===== src/rtl/pipe_ctrl_unit.sv =====
// Pipelined opcode decoder: decodes op/aluop into a 17-bit control word and carries it through
// STAGES registered stages, with stall/flush policy and a multdiv wait FSM. Option: PIPE_CTRL_ILLEGAL_EN.
module pipe_ctrl_unit #(
    parameter int STAGES     = 3,
    parameter int MD_TIMEOUT = 64
) (
    input  logic                    clock,
    input  logic                    reset,
    input  logic                    in_valid,
    input  logic [4:0]              op,
    input  logic [4:0]              aluop,
    input  logic                    stall_ext,
    input  logic                    flush,
    input  logic                    md_ready,
    output logic [16:0]             dec_ctrl,
    output logic                    dec_addi,
    output logic                    dec_sw,
    output logic                    dec_lw,
    output logic [17*STAGES-1:0]    ctrl_out,
    output logic [STAGES-1:0]       valid_out,
    output logic                    stall_out,
    output logic                    md_start,
    output logic                    md_timeout,
    output logic                    illegal_op
);

    localparam int              CNT_W    = $clog2(MD_TIMEOUT);
    localparam logic [CNT_W-1:0] CNT_LAST = CNT_W'(MD_TIMEOUT - 1);
    localparam logic [CNT_W-1:0] CNT_ONE  = CNT_W'(1);

    typedef enum logic [0:0] {
        ST_IDLE    = 1'b0,
        ST_MD_WAIT = 1'b1
    } md_state_t;

    function automatic logic [16:0] decode_word(input logic [4:0] opc);
        logic [16:0] w;
        case (opc)
            5'b00000: w = 17'h00004;
            5'b00101: w = 17'h00016;
            5'b01000: w = 17'h00017;
            5'b00111: w = 17'h00039;
            5'b00001: w = 17'h00200;
            5'b00010: w = 17'h00048;
            5'b00011: w = 17'h00384;
            5'b00100: w = 17'h00408;
            5'b00110: w = 17'h08008;
            5'b10110: w = 17'h11800;
            5'b10101: w = 17'h06004;
            default:  w = 17'h00000;
        endcase
        return w;
    endfunction

`ifdef PIPE_CTRL_ILLEGAL_EN
    function automatic logic opcode_known(input logic [4:0] opc);
        logic k;
        case (opc)
            5'b00000, 5'b00001, 5'b00010, 5'b00011, 5'b00100, 5'b00101,
            5'b00110, 5'b00111, 5'b01000, 5'b10101, 5'b10110: k = 1'b1;
            default:                                          k = 1'b0;
        endcase
        return k;
    endfunction
`endif

    md_state_t                  state_r;
    logic [CNT_W-1:0]           count_r;
    logic [STAGES-1:0][16:0]    ctrl_r;
    logic [STAGES-1:0]          valid_r;
    logic                       md_start_r;
    logic                       md_timeout_r;

    logic [16:0]                entry_ctrl_s;
    logic                       entry_valid_s;
    logic                       is_md_s;
    logic                       in_wait_s;
    logic                       md_hold_s;
    logic                       timeout_hit_s;
    logic                       enter_md_s;

    // Combinational decode of the instruction sitting at decode
    always_comb begin
        dec_ctrl = decode_word(op);
    end

    assign dec_addi = op[2] & ~op[1] & op[0];
    assign dec_sw   = op[2] & op[1] & op[0];
    assign dec_lw   = op[3];

`ifdef PIPE_CTRL_ILLEGAL_EN
    assign illegal_op = in_valid & (~opcode_known(op) | ((op == 5'b00000) & (aluop > 5'b01001)));
`else
    assign illegal_op = 1'b0;
`endif

    // Word presented to stage 0: illegal instructions are turned into bubbles
    always_comb begin
        if (illegal_op) begin
            entry_ctrl_s  = 17'h00000;
            entry_valid_s = 1'b0;
        end else begin
            entry_ctrl_s  = dec_ctrl;
            entry_valid_s = in_valid;
        end
    end

    assign is_md_s       = (op == 5'b00000) & ((aluop == 5'b00110) | (aluop == 5'b00111));
    assign in_wait_s     = (state_r == ST_MD_WAIT);
    // The last counted cycle releases the pipe itself rather than waiting one more edge
    assign md_hold_s     = in_wait_s & ~md_ready & ~flush & (count_r != CNT_LAST);
    assign timeout_hit_s = in_wait_s & ~md_ready & ~flush & (count_r == CNT_LAST);
    assign stall_out     = stall_ext | md_hold_s;
    assign enter_md_s    = ~flush & ~stall_out & entry_valid_s & is_md_s;

    // Multdiv handshake FSM with registered start/timeout pulses
    always_ff @(posedge clock or posedge reset) begin
        if (reset) begin
            state_r      <= ST_IDLE;
            count_r      <= {CNT_W{1'b0}};
            md_start_r   <= 1'b0;
            md_timeout_r <= 1'b0;
        end else begin
            md_start_r   <= enter_md_s;
            md_timeout_r <= timeout_hit_s;
            if (enter_md_s) begin
                state_r <= ST_MD_WAIT;
                count_r <= {CNT_W{1'b0}};
            end else begin
                case (state_r)
                    ST_IDLE: begin
                        state_r <= ST_IDLE;
                        count_r <= {CNT_W{1'b0}};
                    end
                    ST_MD_WAIT: begin
                        if (md_hold_s) begin
                            state_r <= ST_MD_WAIT;
                            count_r <= count_r + CNT_ONE;
                        end else begin
                            state_r <= ST_IDLE;
                            count_r <= {CNT_W{1'b0}};
                        end
                    end
                    default: begin
                        state_r <= ST_IDLE;
                        count_r <= {CNT_W{1'b0}};
                    end
                endcase
            end
        end
    end

    // Pipeline registers: flush bubbles stage 0 but lets older stages drain even under stall
    always_ff @(posedge clock or posedge reset) begin
        if (reset) begin
            ctrl_r  <= '0;
            valid_r <= {STAGES{1'b0}};
        end else if (flush) begin
            ctrl_r[0]  <= 17'h00000;
            valid_r[0] <= 1'b0;
            for (int k = 1; k < STAGES; k++) begin
                ctrl_r[k]  <= ctrl_r[k-1];
                valid_r[k] <= valid_r[k-1];
            end
        end else if (!stall_out) begin
            ctrl_r[0]  <= entry_ctrl_s;
            valid_r[0] <= entry_valid_s;
            for (int k = 1; k < STAGES; k++) begin
                ctrl_r[k]  <= ctrl_r[k-1];
                valid_r[k] <= valid_r[k-1];
            end
        end else begin
            ctrl_r  <= ctrl_r;
            valid_r <= valid_r;
        end
    end

    assign ctrl_out   = ctrl_r;
    assign valid_out  = valid_r;
    assign md_start   = md_start_r;
    assign md_timeout = md_timeout_r;

endmodule


===== config.mk =====
export PLATFORM = sky130hd
export DESIGN_NAME = pipe_ctrl_unit
export DESIGN_NICKNAME = d
export VERILOG_FILES = /design/src/rtl/pipe_ctrl_unit.sv
export SDC_FILE = /design/constraint.sdc
export NUM_CORES = 1
export LEC_CHECK = 0
export CORE_ASPECT_RATIO = 0.8
export CORE_UTILIZATION = 47
export CTS_CLUSTER_SIZE = 10
export DETAILED_ROUTE_END_ITERATION = 10
export PLACE_DENSITY_LB_ADDON = 0.05
export SLEW_MARGIN = 10
export SYNTH_ARGS = -nofsm -noshare
export SYNTH_HDL_FRONTEND = slang
export SYNTH_SLANG_ARGS = --single-unit

===== constraint.sdc =====
create_clock -name clock -period 3.62 [get_ports clock]
set_clock_uncertainty 0.2 [all_clocks]
set_input_delay 0.543 -clock clock [delete_from_list [all_inputs] [get_ports clock]]
set_output_delay 0.543 -clock clock [all_outputs]
set_load 0.01 [all_outputs]

==> impl_metrics.ini <==
[status]
status = finished, final reports clean

[clocking]
clock_sinks = 51
hold_buffers = 0
cts_buffers = 5
ctsResizeCount = 0
h-tree-depth = 2
post-cts-setup-buffers = 0
cts_tree = built
path_clk_slew_ns = 0.09
clockBufferDepth = 2
insertion_delay_ns = 0.31
ctsRootBufferMaster = clkbuf_8

[pwr]
clock_power_share = 0.362
pwr-share-seq = 0.520
power.leakage_uw = 0.00153
p_int_uw = 859
p_per_area_mw_per_mm2 = 330
power.switching_uw = 268
p_sw_frac = 0.238
combPwrFrac = 0.117
irDropWorstVdd_mv = 0.256

[worst_setup_path]
cp.arrival_ns = 2.59
crit_path_start = op[0]
end_kind = output port
crit_buf_inv = 3
crit_fanout = 6
worstPathRequired_ns = 2.88
worstSetupPathType = in2out
path_cells = clkdlybuf4s50_1 > inv_1 > ha_1 > nor2_1 > a21oi_1 > o31ai_1 > clkdlybuf4s50_1
critPathLaunchType = input port
timing.rr.start = count_r[0]$_DFF_PP0_
cp_common_cell = clkdlybuf4s50_1
cpLargestDelayFamily = buffers and inverters
max_stage_delay_ns = 0.60
crit_slowest_cell = clkdlybuf4s50_1

[finish]
nets = 287
fill_cells = 392
post-route-cell-area_mm2 = 0.00341
seqCellArea_mm2 = 0.00128
finish.utilization = 0.681
multi_input_area_um2 = 973
area_delta_synth_final_pct = 39.7
diodes = 0
final_layout_size_suffix_gt1_frac = 0.173

[synthesis]
synth_warnings = 0
ys_ff_latch = 51
synth.net_count = 210
syn_area_mm2 = 0.00244
ys_types = 34
avgSynthCellArea_um2 = 13.0
yosysSeqAreaShare = 0.523
syn_inst = 188

[grt]
grt_start_max_net_pins = 43
grt_pass1_vias = 1614
grtUsageTotal = 0.198
gr-total-overflow = 0
grt_pass1_wl_um = 7910
antenna_found_initial = 0

[detailed_routing]
num_vias = 1634
firstDrtPassIters = 5
drc = 0
routedWlPerCell_um = 15.3
ant_nets = 0
finalWirelength_um = 5020
via_per_inst = 4.98
drtIter0Drc = 63

[sta]
timing.setup.tns_ns = 0
finalHoldViolCount = 0
drv_slew = 0
finalWorstSetupSlack_ns = 0.286
max_slew_margin = 0.665
max_freq_ghz = 0.300
setup_violations = 0
rsz0062_at_grt = no
hold-worst-slack_ns = 0.290
fin_crit_ns = 3.33
tightest_slew_ns = 0.502
layout_worst_path_cycle_share = 0.921

[floorplan]
start_util = 0.488
die_w_um = 82.6
fp.dieH_um = 66.5
dieArea_mm2 = 0.00549
ioPinCount = 94
core_mm2 = 0.00501
row_count = 23

[place]
pre_cts_slack_ns = 0.271
placedInstanceArea_mm2 = 0.00329
dp.final_hpwl_um = 3570
io_buffers = 91
gp_congestion = 0.793

[job]
maxCapViolations = 0

[min_path]
min-delay-start = count_r[0]$_DFF_PP0_
hp-class = reg2reg
## kinds of logic (layout without fill, tap and decap cells)
logic type | count (synthesis) | after routing | synth area share
AOI/OAI and AO/OA | 24 | 24 | 0.0825
buffers and inverters | 30 | 108 | 0.0840
adders and majority gates | 6 | 6 | 0.0307
muxes | 28 | 28 | 0.169
DFF | 51 | 51 | 0.523
and+or+nand+nor | 44 | 44 | 0.0953
other | 1 | 1 | 0.00154
xor gates and xnor gates | 4 | 4 | 0.0143
## layout make-up
cell class              instances  share of cell area
well taps                      62              0.0227
flip-flops and latches         51               0.374
repair buffers                 94               0.277
clock buffers                   5              0.0202
clock inverters                 3              0.0139
multi-input cells             107               0.285
inverters                       6             0.00660
## metal layers
layer	share of wire	GRT usage	vias up
met4	0.020	0.0991	0
met2	0.45	0.295	55
li1	-	-	781
met5	0	0	-
met3	0.056	0.0534	9
met1	0.48	0.264	789
## synthesized netlist by cell type
cell,number,area [um^2]
a21oi_4,1,16.3
buf_2,2,10.0
nand3b_1,1,7.51
and3_1,3,18.8
o21a_1,1,7.51
nor4bb_1,1,10.0
mux2_2,2,22.5
buf_4,18,135
nor2b_1,2,12.5
o2bb2ai_1,1,8.76
o21ai_0,1,5.00
and2b_2,1,8.76
dfrtp_1,51,1280
inv_1,6,22.5
nor3_1,1,5.00
clkbuf_1,1,3.75
nand4bb_1,1,11.3
nand3_2,1,10.0
and2_1,7,43.8
nand2_1,7,26.3
nor2_1,13,48.8
nand3_1,6,30.0
xnor2_1,1,8.76
a2111oi_1,1,10.0
o31ai_1,1,7.51
conb_1,1,3.75
o21ai_2,1,8.76
mux2_4,26,390
o32ai_1,1,8.76
buf_6,3,33.8
a22o_1,13,114
a21oi_1,3,15.0
ha_1,6,75.1
xor2_1,3,26.3
## power groups by stage
stage          Sequential, uW  Clock (uW)  Combinational (uW)
2_1_floorplan             601           0                66.0
3_3_place_gp              597           0                 132
4_1_cts                   586         423                 133
5_1_grt                   588         447                 144
6_report                  586         408                 132
3_5_place_dp              598           0                 133
## state kept, by name, summed over array words and instances (netlist names)
register and flops:
count_r 6, ctrl_out 39, in_wait_s 1, md_start 1
md_timeout 1, valid_out 3
## per-stage QoR
step / power [uW] / cells
after CTS: 1140 / 328
final: 1130 / 328
after floorplan: 667 / 188
after detailed placement: 730 / 320
after global routing: 1180 / 328
after global placement: 729 / 320
## worst paths after layout
check	end	slack, ns	cells past startpoint
max	dec_ctrl[2]	0.29	7
min	count_r[0]$_DFF_PP0_	0.29	1
max reg2reg	ctrl_out[43]$_DFFE_PP0P_	1.61	6
min reg2reg	count_r[0]$_DFF_PP0_	0.29	1
max in group asynchronous	count_r[5]$_DFF_PP0_	2.11	3
min in group asynchronous	ctrl_out[40]$_DFFE_PP0P_	0.37	2
## worst reg2reg max path: stages, from the launching register on
cell	delay [ns]
dfrtp_1	0.41
ha_1	0.28
nand2_1	0.10
o21ai_2	0.07
a21oi_4	0.17
buf_12	0.28
mux2_2	0.39
## cells in the final DEF, fill, tap and decap left out, types with 2 or more instances in the layout
cell type / instances
mux2_2: 2
and3_1: 3
clkbuf_8: 5
mux2_4: 26
nor2_1: 13
buf_4: 2
nand3_1: 6
dfrtp_1: 51
and2_1: 7
nand2_1: 7
ha_1: 6
clkdlybuf4s50_1: 91
inv_1: 5
xor2_1: 3
a21oi_1: 3
a22o_1: 13
nor2b_1: 2
No activity file was read; power rests on OpenSTA's default activity.
